==> src/rtl/dispense_sequencer_if.sv <==
// ============================================================================
//  Module      : dispense_if
//  Description : Button/abort/dose request inputs and servo/status outputs of
//                the dispense sequencer, bundled for connection as one port.
//  Revision    : 1.0 - initial release
// ============================================================================
`default_nettype none
`timescale 1ns/1ps

interface dispense_if;
  logic        button;        // raw asynchronous button level, 1 = pressed
  logic [2:0]  doses;         // doses per request, 0 means 1
  logic        abort;         // synchronous level abort
  logic        servo_switch;  // servo position request, 1 = open
  logic        busy;          // sequencer not idle
  logic        done;          // one-cycle pulse at end of cooldown
  logic [15:0] dose_count;    // saturating count of doses started

  // Board side: drives the request inputs, observes servo and status
  modport master (
    output button, doses, abort,
    input  servo_switch, busy, done, dose_count
  );

  // Sequencer side
  modport slave (
    input  button, doses, abort,
    output servo_switch, busy, done, dose_count
  );
endinterface

`default_nettype wire

==> src/rtl/dispense_sequencer.sv <==
// ============================================================================
//  Module      : dispense_sequencer
//  Description : Debounces the dispense button and runs the servo through a
//                timed open/settle cycle per dose followed by a cooldown
//                lockout. Feeds the switch input of servo_n_pos.
//  Revision    : 1.0 - initial release
// ============================================================================
`default_nettype none
`timescale 1ns/1ps

module dispense_sequencer #(
  parameter int DEBOUNCE_CYCLES = 1000000,
  parameter int OPEN_CYCLES     = 25000000,
  parameter int SETTLE_CYCLES   = 25000000,
  parameter int COOLDOWN_CYCLES = 50000000,
  parameter int CNT_W           = 26
) (
  input  wire logic clk,
  input  wire logic rst_n,
  dispense_if.slave bus
);

  typedef enum logic [1:0] {
    S_IDLE     = 2'd0,
    S_OPEN     = 2'd1,
    S_SETTLE   = 2'd2,
    S_COOLDOWN = 2'd3
  } state_t;

  // Terminal counts: a phase of N cycles ends when the timer shows N-1
  localparam logic [CNT_W-1:0] c_deb_last    = CNT_W'(DEBOUNCE_CYCLES - 1);
  localparam logic [CNT_W-1:0] c_open_last   = CNT_W'(OPEN_CYCLES - 1);
  localparam logic [CNT_W-1:0] c_settle_last = CNT_W'(SETTLE_CYCLES - 1);
  localparam logic [CNT_W-1:0] c_cool_last   = CNT_W'(COOLDOWN_CYCLES - 1);
  localparam logic [CNT_W-1:0] c_one         = CNT_W'(1);

  state_t           r_state;
  state_t           w_next_state;

  logic             r_sync1;
  logic             r_sync2;
  logic             r_deb;
  logic             r_deb_q;
  logic [CNT_W-1:0] r_deb_cnt;
  logic [CNT_W-1:0] r_timer;
  logic [2:0]       r_rem;
  logic             r_servo;
  logic             r_busy;
  logic             r_done;
  logic [15:0]      r_dose_count;

  logic             w_start;
  logic             w_timer_last;
  logic             w_phase_change;

  // Two-flop synchronizer for the asynchronous button level
  always_ff @(posedge clk or negedge rst_n) begin
    if (!rst_n) begin
      r_sync1 <= 1'b0;
      r_sync2 <= 1'b0;
    end else begin
      r_sync1 <= bus.button;
      r_sync2 <= r_sync1;
    end
  end

  // Debouncer: accept a new level only after it has differed for DEBOUNCE_CYCLES samples
  always_ff @(posedge clk or negedge rst_n) begin
    if (!rst_n) begin
      r_deb     <= 1'b0;
      r_deb_q   <= 1'b0;
      r_deb_cnt <= '0;
    end else begin
      r_deb_q <= r_deb;
      if (r_sync2 != r_deb) begin
        if (r_deb_cnt == c_deb_last) begin
          r_deb     <= r_sync2;
          r_deb_cnt <= '0;
        end else begin
          r_deb_cnt <= r_deb_cnt + c_one;
        end
      end else begin
        r_deb_cnt <= '0;
      end
    end
  end

  // A request is a rising edge of the debounced level; held buttons never retrigger
  assign w_start = r_deb & ~r_deb_q;

  // Next-state logic; abort outranks timer expiry in OPEN and SETTLE
  always_comb begin
    w_next_state = r_state;
    w_timer_last = 1'b0;
    case (r_state)
      S_IDLE: begin
        if (w_start && !bus.abort) begin
          w_next_state = S_OPEN;
        end
      end
      S_OPEN: begin
        w_timer_last = (r_timer == c_open_last);
        if (bus.abort) begin
          w_next_state = S_COOLDOWN;
        end else if (w_timer_last) begin
          w_next_state = S_SETTLE;
        end
      end
      S_SETTLE: begin
        w_timer_last = (r_timer == c_settle_last);
        if (bus.abort) begin
          w_next_state = S_COOLDOWN;
        end else if (w_timer_last) begin
          w_next_state = (r_rem != 3'd0) ? S_OPEN : S_COOLDOWN;
        end
      end
      S_COOLDOWN: begin
        w_timer_last = (r_timer == c_cool_last);
        if (w_timer_last) begin
          w_next_state = S_IDLE;
        end
      end
      default: begin
        w_next_state = S_IDLE;
      end
    endcase
  end

  assign w_phase_change = (w_next_state != r_state);

  // State register
  always_ff @(posedge clk or negedge rst_n) begin
    if (!rst_n) begin
      r_state <= S_IDLE;
    end else begin
      r_state <= w_next_state;
    end
  end

  // Shared phase timer (restarts on every state change) and remaining-dose register
  always_ff @(posedge clk or negedge rst_n) begin
    if (!rst_n) begin
      r_timer <= '0;
      r_rem   <= 3'd0;
    end else begin
      if (w_phase_change || (r_state == S_IDLE)) begin
        r_timer <= '0;
      end else begin
        r_timer <= r_timer + c_one;
      end

      if (w_next_state == S_COOLDOWN) begin
        r_rem <= 3'd0;
      end else if ((r_state == S_IDLE) && (w_next_state == S_OPEN)) begin
        r_rem <= (bus.doses == 3'd0) ? 3'd1 : bus.doses;
      end else if ((r_state == S_OPEN) && (w_next_state == S_SETTLE)) begin
        r_rem <= r_rem - 3'd1;
      end
    end
  end

  // Registered outputs, decoded from the state being entered
  always_ff @(posedge clk or negedge rst_n) begin
    if (!rst_n) begin
      r_servo      <= 1'b0;
      r_busy       <= 1'b0;
      r_done       <= 1'b0;
      r_dose_count <= 16'd0;
    end else begin
      r_servo <= (w_next_state == S_OPEN);
      r_busy  <= (w_next_state != S_IDLE);
      r_done  <= (r_state == S_COOLDOWN) && (w_next_state == S_IDLE);
      if ((w_next_state == S_OPEN) && (r_state != S_OPEN) && (r_dose_count != 16'hFFFF)) begin
        r_dose_count <= r_dose_count + 16'd1;
      end
    end
  end

  assign bus.servo_switch = r_servo;
  assign bus.busy         = r_busy;
  assign bus.done         = r_done;
  assign bus.dose_count   = r_dose_count;

endmodule

`default_nettype wire

==> src/flat_wrapper.sv <==
// flat-port wrapper written by rule: the top's interface ports become plain ports
module dispense_sequencer_flat 
#(
  parameter int DEBOUNCE_CYCLES = 1000000,
  parameter int OPEN_CYCLES     = 25000000,
  parameter int SETTLE_CYCLES   = 25000000,
  parameter int COOLDOWN_CYCLES = 50000000,
  parameter int CNT_W           = 26
)
  (clk, rst_n, bus_button, bus_doses, bus_abort, bus_servo_switch, bus_busy, bus_done, bus_dose_count);
  dispense_if bus_i ();
  input  wire logic clk;
  input  wire logic rst_n;
  input wire logic [$bits(bus_i.button)-1:0] bus_button;
  input wire logic [$bits(bus_i.doses)-1:0] bus_doses;
  input wire logic [$bits(bus_i.abort)-1:0] bus_abort;
  output wire logic [$bits(bus_i.servo_switch)-1:0] bus_servo_switch;
  output wire logic [$bits(bus_i.busy)-1:0] bus_busy;
  output wire logic [$bits(bus_i.done)-1:0] bus_done;
  output wire logic [$bits(bus_i.dose_count)-1:0] bus_dose_count;
  assign bus_i.button = bus_button;
  assign bus_i.doses = bus_doses;
  assign bus_i.abort = bus_abort;
  assign bus_servo_switch = bus_i.servo_switch;
  assign bus_busy = bus_i.busy;
  assign bus_done = bus_i.done;
  assign bus_dose_count = bus_i.dose_count;
  dispense_sequencer #(.DEBOUNCE_CYCLES(DEBOUNCE_CYCLES), .OPEN_CYCLES(OPEN_CYCLES), .SETTLE_CYCLES(SETTLE_CYCLES), .COOLDOWN_CYCLES(COOLDOWN_CYCLES), .CNT_W(CNT_W)) u_core (.clk(clk), .rst_n(rst_n), .bus(bus_i));
endmodule
==> config.mk <==
export PLATFORM = sky130hd
export DESIGN_NAME = dispense_sequencer_flat
export DESIGN_NICKNAME = d
export VERILOG_FILES = /design/src/rtl/dispense_sequencer_if.sv /design/src/rtl/dispense_sequencer.sv /design/src/flat_wrapper.sv
export SDC_FILE = /design/constraint.sdc
export NUM_CORES = 1
export LEC_CHECK = 0
export ABC_AREA = 0
export BUFFER_PORTS_ARGS = -buffer_cell sky130_fd_sc_hd__buf_2
export CORE_MARGIN = 3
export CORE_UTILIZATION = 40
export DETAILED_ROUTE_END_ITERATION = 8
export GPL_ROUTABILITY_DRIVEN = 0
export REMOVE_ABC_BUFFERS = 1
export SLEW_MARGIN = 0
export SYNTH_ARGS = -nofsm -noshare
export SYNTH_HDL_FRONTEND = slang
export SYNTH_SLANG_ARGS = --single-unit
==> constraint.sdc <==
create_clock -name clk -period 2.6 [get_ports clk]
set_clock_uncertainty 0.05 [all_clocks]
set_input_delay 0.13 -clock clk [delete_from_list [all_inputs] [get_ports clk]]
set_output_delay 0.13 -clock clk [all_outputs]
set_load 0.02 [all_outputs]
After elaboration in Yosys (flattened, before gate mapping)
Index checks and enable logic that the tools add are counted.
{"block": "totals", "reg_bits": 80, "in_bits": 7, "elab_cells": 61, "out_inout_bits": 19}
{"block": "classes", "mux": 15, "n_eq_ne": 13, "n_addsub": 4, "bitwise_logic": 2, "n_reduce_logical": 15}
{"cell": "$mux W26", "count": 3}
{"cell": "$add A26 B1 Y26 const B", "count": 2}
{"cell": "$eq A26 B20 Y1 const B", "count": 1}
{"cell": "$eq A26 B25 Y1 const B", "count": 1}
{"cell": "$eq A26 B26 Y1 const B", "count": 1}
{"cell": "$add A16 B1 Y16 const B", "count": 1}
{"cell": "$ne A16 B16 Y1 const B", "count": 1}
{"cell": "$mux W2", "count": 7}
{"cell": "$mux W3", "count": 4}
{"cell": "$eq A2 B2 Y1 const B", "count": 4}
{"cell": "$pmux W2 S4", "count": 1}
{"cell": "$logic_and A1 B1 Y1", "count": 6}
{"cell": "$reduce_bool A3 Y1", "count": 2}
{"cell": "$eq A2 B1 Y1 const B", "count": 2}
{"cell": "$logic_not A2 Y1", "count": 2}
{"cell": "$logic_not A3 Y1", "count": 1}
{"cell": "$sub A3 B1 Y3 const B", "count": 1}
{"cell": "$ne A2 B1 Y1 const B", "count": 1}
{"cell": "$ne A2 B2 Y1", "count": 1}
{"cell": "$reduce_and A2 Y1", "count": 1}
{"cell": "$reduce_bool A2 Y1", "count": 1}
{"cell": "$and A1 B1 Y1", "count": 1}
{"cell": "$logic_not A1 Y1", "count": 1}
{"cell": "$logic_or A1 B1 Y1", "count": 1}
{"cell": "2 further kinds", "count": 2}

Longest topological paths before layout
Gate-level depths: netlist of run 1.
{"block": "depth", "ltp_word": 10, "mapped_depth": 10, "mapped_depth_nobuf": 9}

Least setup slack after synthesis of run 1
No wires, ideal clock.
{"block": "synth_path", "kind": "register to register", "from": "register u_core.r_timer[7]", "to": "register u_core.r_dose_count[14] (netlist: u_core.bus.dose_count[14])", "path_buffers": 0, "stages_incl_launch_ff": 8, "slack_ns": 0.133, "period_less_slack_ns": 2.467, "t_arrival_ns": 2.292, "cell_sequence": "dfrtp_1 > or3_4 > nor4_4 > a21oi_2 > a21o_1 > a21o_4 > nor4_2 > mux2_2"}
{"block": "synth_between", "elab_chain_cells": 7}
{"item": "start, declared", "line_no": "dispense_sequencer.sv:45", "text": "logic [CNT_W-1:0] r_timer;"}
{"item": "start signal, assigned", "line_no": "dispense_sequencer.sv:149", "text": "r_timer <= r_timer + c_one;"}
{"item": "$eq A26 B25 Y1", "line_no": "dispense_sequencer.sv:102, dispense_sequencer.sv:110"}
{"item": "$mux W2, on equally long branches", "line_no": "dispense_sequencer.sv:113, dispense_sequencer.sv:105"}
{"item": "$mux W2, on equally long branches", "line_no": "dispense_sequencer.sv:111, dispense_sequencer.sv:103"}
{"item": "$pmux W2 S4 (*)", "line_no": "dispense_sequencer.sv:95", "text": "case (r_state)"}
{"item": "$eq A2 B1 Y1 (*)", "line_no": "dispense_sequencer.sv:173", "text": "if ((w_next_state == S_OPEN) && (r_state != S_OPEN) && (r_dose_count != 16'hFFFF)) begin"}
{"item": "$logic_and A1 B1 Y1 (*) (2 in a row)", "line_no": "dispense_sequencer.sv:173"}
{"item": "end signal, assigned", "line_no": "dispense_sequencer.sv:174", "text": "r_dose_count <= r_dose_count + 16'd1;"}
{"item": "end, declared", "line_no": "dispense_sequencer.sv:50", "text": "logic [15:0] r_dose_count;"}
Every way passes the cells marked *; elsewhere a longest branch is shown, timed or not.
A chain may end at the register's enable or synchronous reset.

Worst setup path in the final report of run 1
{"block": "layout_path", "from": "register u_core.r_timer[7]", "to": "register u_core.r_dose_count[14] (netlist: u_core.bus.dose_count[14])"}
{"block": "layout_between", "elab_chain_cells": 7}
{"item": "$eq A26 B25 Y1", "line_no": "dispense_sequencer.sv:102, dispense_sequencer.sv:110"}
{"item": "$mux W2, on equally long branches", "line_no": "dispense_sequencer.sv:113, dispense_sequencer.sv:105"}
{"item": "$mux W2, on equally long branches", "line_no": "dispense_sequencer.sv:111, dispense_sequencer.sv:103"}
{"item": "$pmux W2 S4 (*)", "line_no": "dispense_sequencer.sv:95"}
{"item": "named net u_core.w_next_state[1]", "line_no": "dispense_sequencer.sv:38", "text": "state_t w_next_state;"}
{"item": "$eq A2 B1 Y1 (*)", "line_no": "dispense_sequencer.sv:173"}
{"item": "$logic_and A1 B1 Y1 (*) (2 in a row)", "line_no": "dispense_sequencer.sv:173"}
Mark *: on every way through the listed nets, which the timed path passes. The rest lies on a longest branch.

==> results of run 1 <==
==> layer usage <==
metal	routed length (µm)	share of wire, %
met4	100	1.3
met1	3790	51
met5	0	0
met2	3320	45
met3	234	3.1
==> sequential cells by signal, summed over array words and instances (netlist names), 2 cells and up <==
| register | cells |
|---|---|
| u_core.bus.dose_count | 16 |
| u_core.r_rem | 3 |
| u_core.r_deb_cnt | 26 |
| u_core.r_timer | 26 |
| u_core.r_state | 2 |
==> path summary, 6_finish.rpt <==
path,start,endpoint
min in group asynchronous,rst_n,u_core.r_timer[4]
setup / recovery,u_core.r_timer[7],u_core.bus.dose_count[14]
hold reg to reg,u_core.r_sync1,u_core.r_sync2
max in group asynchronous,rst_n,u_core.bus.dose_count[3]
hold / removal,bus_doses[0],u_core.r_rem[0]
setup reg to reg,u_core.r_timer[7],u_core.bus.dose_count[14]
==> layout by cell type, fill, tap and decap left out, types with 4 or more instances in the layout <==
master and n:
nor2b_1 5, buf_2 24, and4_1 5, o21ai_0 4, inv_1 8, nand2_1 27
dfrtp_1 80, buf_4 19, nor3_1 14, nand4_1 11, nand3_1 29, ha_1 5
nor2_1 75, xor2_1 36, clkbuf_8 9, and3_1 12, mux2_2 4, xnor2_1 25
==> cell type report <==
| type | instances | area (µm²) | area share, % |
|---|---|---|---|
| Inverter | 8 | 30.0 | 0.649 |
| Clock inverter | 7 | 76.3 | 1.65 |
| Sequential cell | 80 | 2000 | 43.2 |
| Clock buffer | 9 | 124 | 2.68 |
| Multi-Input combinational cell | 301 | 1930 | 41.8 |
| Timing Repair Buffer | 46 | 303 | 6.54 |
| Tap cell | 129 | 161 | 3.49 |
==> kinds of logic after synthesis <==
kind of cell / after synthesis / synth area share [%]
compound gates: 22 / 4.56
xor+xnor: 61 / 13.4
fa+ha+maj: 5 / 1.57
buf+inv: 18 / 1.95
flops: 80 / 50.3
mux: 5 / 1.38
simple gates: 208 / 26.8
==> tightest hold or removal path, stage by stage <==
cell,delay [ns]
buf_2,0.08
nor2_1,0.04
o32ai_1,0.12
a21o_1,0.10
==> where the power goes <==
| group | switching [mW] | internal, mW | total [mW] |
|---|---|---|---|
| sequential | 0.0383 | 1.28 | 1.32 |
| clock | 0.482 | 0.454 | 0.936 |
| combinational | 0.0915 | 0.0701 | 0.162 |
==> stage by stage <==
stage | cell area, µm² | utilization (%) | total power [mW] | setup TNS (ns)
2_1_floorplan | 3930 | - | 1.43 | 0
3_3_place_gp | 4360 | 46.1 | 1.50 | 0
3_5_place_dp | 4360 | 46.1 | 1.51 | 0
4_1_cts | 4580 | 48.5 | 2.45 | 0
5_1_grt | 4630 | 48.9 | 2.54 | -0.0168
6_report | 4630 | 48.9 | 2.42 | 0
==> timing repair <==
action / CTS / global route
gates resized for setup: 0 / 6
hold buffers: 2 / 0
setup endpoints to repair: 0 / 9
endpoints found under the hold margin: 38 / 0
buffers inserted: 0 / 2
==> flow_metrics.py, run 1 <==
metrics = {
    "run_status": {
        "run_status": "completed",
    },
    "global_routing": {
        "grt_use_total_pct": 14.6,
        "grt_pass1_wl_um": 13300,
        "grt_pass1_vias": 2828,
        "met1_usage_pct": 20.7,
        "antenna_found_initial": 0,
        "grt_max_degree": 40,
        "met2_usage_pct": 22.0,
        "busiest_layer": "met2",
        "use_met3_pct": 3.37,
        "grt_overflow": 0,
    },
    "hold_path": {
        "hold_path.class": "in -> reg",
        "hold_depth": 4,
    },
    "critical_path": {
        "path_depth": 7,
        "crit_type": "reg -> reg",
        "cp-end-kind": "flip-flop",
        "cp_top_family": "simple AND/OR/NAND/NOR gates",
        "r2r_slack_ns": 0.09,
        "reg2reg_depth": 7,
        "crit_slowest_cell": "or3_4",
        "path_buf_inv": 0,
        "crit_chain": "or3_4 -> nor4_2 -> nor3b_4 -> a211oi_4 -> a21o_4 -> nor4_4 -> mux2_2",
        "worst_ep_required_time_ns": 2.80,
        "crit_fanout": 7,
        "critPathMaxStageDelay_ns": 0.41,
        "critical_path_arrival_ns": 2.71,
        "crit_path_start_kind": "flip-flop",
    },
    "logic_synthesis": {
        "yosys_warnings": 0,
        "synth.most_common_cell": "dfrtp_1",
        "ys_seq_area_share_pct": 50.3,
        "ys_ff_latch": 80,
        "avgSynthCellArea_um2": 9.98,
        "syn_inst": 399,
        "synth-main-ff-cell": "dfrtp_1",
        "synth_area_leaders": "dfrtp_1, xor2_1, nor2_1, xnor2_1, nand3_1",
        "netlist_area_um2": 3980,
        "synth_cell_types": 52,
        "synth_edf_count": 0,
        "synth_top_area_cell": "dfrtp_1",
        "synth.top_cell.area_share_pct": 50.3,
        "async_reset_ff_share_pct": 100,
        "yosys-top-cells-count": "dfrtp_1, nor2_1, xor2_1, nand3_1, nand2_1",
    },
    "placed_design": {
        "dp.cells": 560,
        "dp_hpwl_um": 5300,
        "port_buffers": 25,
        "preCtsSetupSlack_ns": 0.108,
    },
    "layout": {
        "num-nets-final": 458,
        "drive_above_1_share_pct": 17.5,
        "stdcell_count": 580,
        "num_antenna_cells": 0,
        "area_delta_synth_final_pct": 16.3,
        "fillCellCount": 897,
    },
    "floorplan": {
        "placementRows": 35,
        "core-area_um2": 9460,
        "start_util_pct": 42.1,
        "io_pins": 26,
        "die_area_um2": 11200,
        "die_h_um": 106,
        "fp.dieW_um": 106,
    },
    "cts": {
        "cts_made_buffers": 9,
        "clk_pin_slew_worst_paths_ns": 0.09,
        "clock_path_buffers": 2,
        "cts_max_level": 3,
        "cts.sinks": 80,
        "cts_root_buf": "clkbuf_8",
        "tritoncts": "yes",
        "clk_latency_ns": 0.36,
    },
    "timing": {
        "finalWorstSetupSlack_ns": 0.0902,
        "drv_slew": 0,
        "timing.fmax_mhz": 398,
        "fin_hold_ws_ns": 0.0954,
        "period_needed_ns": 2.51,
        "hold_violations": 0,
        "setup_viol": 0,
        "rsz0062_at_grt": "yes",
        "fin_crit_sh_pct": 96.5,
        "slew_headroom_pct": 67.1,
        "worst_slew_pin_slew_ns": 0.494,
    },
    "detailed_routing": {
        "drt-initial-drc-count": 119,
        "drc": 0,
        "routed_via_density": 5.01,
        "num_vias": 2906,
        "detail-route-antenna-nets": 0,
        "drt_wl_total_um": 7440,
        "wl_per_cell_um": 12.8,
        "dr.pass1.iters": 4,
    },
    "flow_run": {
        "drv_cap": 0,
    },
    "power_and_ir_drop": {
        "p_leak_nw": 2.15,
        "p_per_area_nw_per_um2": 523,
        "max-vdd-ir-drop_v": 0.000213,
    },
}
Power figures use the tool's default switching activity.
==> run 2: changes to the inputs <==
==> constraint.sdc (replaced) <==
create_clock -name clk -period 2.81 [get_ports clk]
set_clock_uncertainty 0.05 [all_clocks]
set_input_delay 0.1405 -clock clk [delete_from_list [all_inputs] [get_ports clk]]
set_output_delay 0.1405 -clock clk [all_outputs]
set_load 0.02 [all_outputs]
==> run 2 against run 1 <==
Compared with the run above:
- via count is 0.89% lower
- critical path type unchanged
- non-clock buffer count is 10 lower
- largest power group unchanged
- clock-buffer cell count is 2 higher
- clock power is 3.7% lower
==> flow_metrics.py, run 2 (synthesis results as in run 1) <==
metrics = {
    "run_status": {
        "run_status": "completed",
    },
    "critical_path": {
        "worstReg2RegStart": "u_core.r_timer[8]",
        "reg2reg_depth": 7,
        "r2r_end": "u_core.bus.dose_count[14]",
        "cp-end-kind": "flip-flop",
        "crit_fanout": 10,
        "worst_ep_required_time_ns": 3.00,
        "path_buf_inv": 0,
        "critical_path_arrival_ns": 2.83,
        "critPathLaunch": "u_core.r_timer[8]",
        "crit_slowest_cell": "dfrtp_1",
        "crit_chain": "or3_4 -> nor4_1 -> nor3b_2 -> a211oi_2 -> a21o_4 -> nor4_2 -> mux2_2",
        "cp_top_family": "simple AND/OR/NAND/NOR gates",
        "crit_type": "reg -> reg",
        "crit_path_start_kind": "flip-flop",
        "critPathMaxStageDelay_ns": 0.44,
        "r2r_slack_ns": 0.18,
    },
    "global_routing": {
        "met2_usage_pct": 21.9,
        "antenna_found_initial": 0,
        "use_met3_pct": 3.61,
        "grt_pass1_wl_um": 13400,
        "met1_usage_pct": 20.7,
        "grt_use_total_pct": 14.5,
        "busiest_layer": "met2",
        "grt_overflow": 0,
        "grt_max_degree": 81,
        "grt_pass1_vias": 2903,
    },
    "placed_design": {
        "dp_hpwl_um": 5000,
        "port_buffers": 25,
        "preCtsSetupSlack_ns": 0.179,
    },
    "timing": {
        "finalWorstSetupSlack_ns": 0.175,
        "drv_slew": 0,
        "worst_slew_pin_slew_ns": 0.996,
        "timing.fmax_mhz": 380,
        "slew_headroom_pct": 33.6,
        "setup_viol": 0,
        "hold_violations": 0,
        "fin_hold_ws_ns": 0.0939,
        "fin_crit_sh_pct": 93.8,
        "period_needed_ns": 2.63,
    },
    "layout": {
        "layout_common_cells": "dfrtp_1, nor2_1, xor2_1, nand3_1, nand2_1",
        "fin_util_pct": 47.8,
        "area_delta_synth_final_pct": 13.6,
        "num-nets-final": 448,
        "drive_above_1_share_pct": 15.2,
        "num_antenna_cells": 0,
        "mostFrequentLayoutCell": "dfrtp_1",
    },
    "cts": {
        "cts_made_buffers": 9,
        "tritoncts": "yes",
        "cts_root_buf": "clkbuf_8",
        "cts.sinks": 80,
        "cts_max_level": 3,
        "clk_pin_slew_worst_paths_ns": 0.09,
        "clock_path_buffers": 2,
        "cts_resized": 0,
        "clk_latency_ns": 0.35,
    },
    "detailed_routing": {
        "drt_wl_total_um": 7390,
        "dr.pass1.iters": 4,
        "detail-route-antenna-nets": 0,
        "routed_via_density": 5.05,
        "drt-initial-drc-count": 156,
        "wl_per_cell_um": 13.0,
        "num_vias": 2880,
        "drc": 0,
    },
    "hold_path": {
        "hold_path.class": "in -> reg",
        "worstHoldStart": "bus_doses[0]",
        "hold_depth": 4,
        "hold-path-endpoint": "u_core.r_rem[0]",
    },
    "floorplan": {
        "placementRows": 35,
        "core-area_um2": 9460,
        "die_area_um2": 11200,
        "start_util_pct": 42.1,
        "fp.dieW_um": 106,
        "die_h_um": 106,
        "io_pins": 26,
    },
    "flow_run": {
        "drv_cap": 0,
    },
    "power_and_ir_drop": {
        "p_leak_nw": 2.09,
        "p_per_area_nw_per_um2": 502,
        "max-vdd-ir-drop_v": 0.000260,
    },
}
[run 2: cell types whose count changed in the layout (fill, tap and decap cells not counted), sizes merged]
cell,change
buf,-10
clkbuf,+2
clkinvlp,-1
inv,-1
[run 2: worst max-delay path by stage]
stage / to / depth (start not counted)
floorplan: u_core.bus.dose_count[14] / 7
global placement: u_core.bus.dose_count[14] / 7
detailed placement: u_core.bus.dose_count[14] / 7
CTS: u_core.bus.dose_count[14] / 7
global route: u_core.bus.dose_count[14] / 7
finish: u_core.bus.dose_count[14] / 7
[run 2: worst reg2reg max path, cell delays in order (launching register included)]
cell and delay, ns:
dfrtp_1 0.44, or3_4 0.40, nor4_1 0.30, nor3b_2 0.32
a211oi_2 0.11, a21o_4 0.25, nor4_2 0.30, mux2_2 0.36
[run 2: where the power goes]
part | total [mW] | switching [mW] | internal [mW] | leakage [nW]
clock | 0.901 | 0.435 | 0.466 | 0.110
sequential | 1.22 | 0.0355 | 1.19 | 1.09
combinational | 0.143 | 0.0853 | 0.0580 | 0.887
total | 2.27 | 0.556 | 1.71 | 2.09
[run 2: layer usage]
metal  wire (µm)  up-vias  part of all wire (%)
li1            -     1442                     -
met2        3310       39                    45
met4          70        0                  0.95
met3         230        7                   3.1
met5           0        -                     0
met1        3780     1392                    51
[run 2: timing repair]
item | CTS | global route
endpoints found under the setup margin | 0 | 1
endpoints found under the hold margin | 81 | 0
setup buffers | 0 | 2
hold buffers | 2 | 0
[run 2: cell type report]
type                       count  area, µm²
fill                         898       4940
inverter                       8       30.0
clock inverter                 5       61.3
sequential                    80       2000
clock buffer                  11        151
timing repair buffer          36        215
multi-input combinational    301       1900
tap                          129        161
[run 2: stage by stage]
stage / TNS [ns] / std cells / area (µm²) / total power [mW]
2_1_floorplan: 0 / 389 / 3930 / 1.33
3_3_place_gp: 0 / 550 / 4280 / 1.38
3_5_place_dp: 0 / 550 / 4280 / 1.39
4_1_cts: 0 / 568 / 4510 / 2.30
5_1_grt: -0.00668 / 570 / 4520 / 2.39
6_report: 0 / 570 / 4520 / 2.27
==> run 3: changes to the inputs <==
--- a/config.mk
+++ b/config.mk
@@ -11,6 +11,7 @@
 export CORE_UTILIZATION = 40
 export DETAILED_ROUTE_END_ITERATION = 8
 export GPL_ROUTABILITY_DRIVEN = 0
+export PLACE_DENSITY_LB_ADDON = 0.1
 export REMOVE_ABC_BUFFERS = 1
 export SLEW_MARGIN = 0
 export SYNTH_ARGS = -nofsm -noshare
==> constraint.sdc (replaced) <==
create_clock -name clk -period 2.9 [get_ports clk]
set_clock_uncertainty 0.05 [all_clocks]
set_input_delay 0.145 -clock clk [delete_from_list [all_inputs] [get_ports clk]]
set_output_delay 0.145 -clock clk [all_outputs]
set_load 0.02 [all_outputs]
==> run 3 against run 2 <==
Compared with the run above:
- critical path depth unchanged
- fmax down 1.3%
- via count down 0.87%
- critical endpoint unchanged
- largest cell class unchanged
==> flow_metrics.py, run 3 (synthesis results as in run 1) <==
metrics = {
    "hold_path": {
        "hold_path.class": "in -> reg",
        "hold_depth": 4,
    },
    "layout": {
        "drive_above_1_share_pct": 14.6,
        "area_delta_synth_final_pct": 13.7,
        "fillCellCount": 914,
        "num_antenna_cells": 0,
        "stdcell_count": 567,
        "mostFrequentLayoutCell": "dfrtp_1",
        "layout_common_cells": "dfrtp_1, nor2_1, xor2_1, nand3_1, nand2_1",
        "num-nets-final": 445,
    },
    "detailed_routing": {
        "dr.pass1.iters": 5,
        "drt-initial-drc-count": 119,
        "drt_wl_total_um": 7490,
        "detail-route-antenna-nets": 0,
        "wl_per_cell_um": 13.2,
        "routed_via_density": 5.04,
        "drc": 0,
        "num_vias": 2855,
    },
    "cts": {
        "cts.sinks": 80,
        "cts_max_level": 3,
        "post_cts_buffers": 0,
        "cts_made_buffers": 9,
        "tritoncts": "yes",
        "clk_pin_slew_worst_paths_ns": 0.10,
        "clk_latency_ns": 0.36,
        "cts_root_buf": "clkbuf_8",
        "clock_path_buffers": 2,
    },
    "global_routing": {
        "grt_max_degree": 81,
        "grt_pass1_wl_um": 13600,
        "antenna_found_initial": 0,
        "grt_pass1_vias": 2799,
        "grt_overflow": 0,
        "grt_use_total_pct": 14.8,
    },
    "critical_path": {
        "worst_ep_required_time_ns": 3.11,
        "critPathMaxStageDelay_ns": 0.44,
        "cp_top_family": "simple AND/OR/NAND/NOR gates",
        "path_buf_inv": 0,
        "crit_slowest_cell": "dfrtp_1",
        "critical_path_arrival_ns": 2.88,
        "crit_path_start_kind": "flip-flop",
        "path_depth": 7,
        "cp-end-kind": "flip-flop",
        "crit_fanout": 16,
        "reg2reg_depth": 7,
        "crit_type": "reg -> reg",
        "crit_chain": "or3_4 -> nor4_1 -> nor3b_2 -> a211oi_2 -> a21o_4 -> nor4_2 -> mux2_2",
    },
    "power_and_ir_drop": {
        "p_per_area_nw_per_um2": 501,
        "p_leak_nw": 2.07,
        "max-vdd-ir-drop_v": 0.000231,
    },
    "floorplan": {
        "die_area_um2": 11200,
        "io_pins": 26,
        "placementRows": 35,
        "core-area_um2": 9460,
        "fp.dieW_um": 106,
        "die_h_um": 106,
        "start_util_pct": 42.1,
    },
    "timing": {
        "tns_ns": 0,
        "hold_violations": 0,
        "worst_slew_pin_slew_ns": 1.01,
        "fin_crit_sh_pct": 92.0,
        "rsz0062_at_grt": "no",
        "drv_slew": 0,
        "period_needed_ns": 2.67,
        "setup_viol": 0,
        "timing.fmax_mhz": 375,
        "slew_headroom_pct": 32.6,
    },
    "placed_design": {
        "dp.cells": 549,
        "port_buffers": 25,
        "dp_hpwl_um": 5030,
    },
    "flow_run": {
        "drv_cap": 0,
    },
    "run_status": {
        "run_status": "completed",
    },
}
[run 3: cell types whose count changed in the layout (fill, tap and decap cells not counted)]
cell,before,now
buf_12,0,1
clkbuf_8,11,9
inv_6,2,3
clkinv_2,1,0
clkinvlp_4,0,2
buf_4,10,6
clkinv_4,1,0
bufinv_16,1,2
[run 3: what timing repair did]
action	in CTS	in global routing
endpoints found under the hold margin	81	0
resized for setup	0	0
hold buffers	2	0
[run 3: power by group]
group          switching [mW]  internal (mW)  leakage (nW)
combinational          0.0827         0.0616         0.874
sequential             0.0341           1.15          1.09
clock                   0.442          0.494         0.107
total                   0.558           1.71          2.07
[run 3: final timing paths]
path | startpoint | to | slack (ns)
worst min-delay path | bus_doses[0] | u_core.r_rem[0] | 0.1
worst max register to register | u_core.r_timer[7] | u_core.bus.dose_count[14] | 0.23
worst min register to register | u_core.r_sync1 | u_core.r_sync2 | 0.31
min in group asynchronous | rst_n | u_core.r_timer[3] | 0.45
worst max-delay path | u_core.r_timer[7] | u_core.bus.dose_count[14] | 0.23
max in group asynchronous | rst_n | u_core.r_deb_cnt[18] | 1.69
[run 3: cell type report]
class                      count  area, µm²  share of cell area, %
inverter                       8       30.0                  0.664
timing repair buffer          33        205                   4.53
multi-input combinational    301       1900                   42.0
sequential                    80       2000                   44.2
tap                          129        161                   3.57
clock buffer                   9        124                   2.74
clock inverter                 7        101                   2.24
[run 3: per-stage QoR]
step	setup WS, ns	hold WS, ns	power (mW)	instance area (µm²)	utilization, %
after floorplan	0.398	-0.201	1.29	3930	-
after global placement	0.256	0.226	1.35	4280	45.3
after detailed placement	0.210	0.226	1.35	4280	45.3
after CTS	0.216	0.0898	2.30	4530	47.8
after global routing	0.0847	0.125	2.38	4530	47.8
final	0.232	0.0982	2.27	4530	47.8
[run 3: worst reg2reg max path: cells and delay by family (launching register included)]
family	cells	cell delay (ns)
and+or+nand+nor	4	1.35
DFF	1	0.44
AOI/OAI and AO/OA	2	0.38
muxes	1	0.36
[run 3: layer usage]
layer	routed length (µm)	GRT usage, %	vias to the layer above
met5	0	0	-
met1	3960	21.4	1379
met2	3180	21.6	33
li1	-	-	1436
met3	267	4.47	7
met4	88	3.98	0
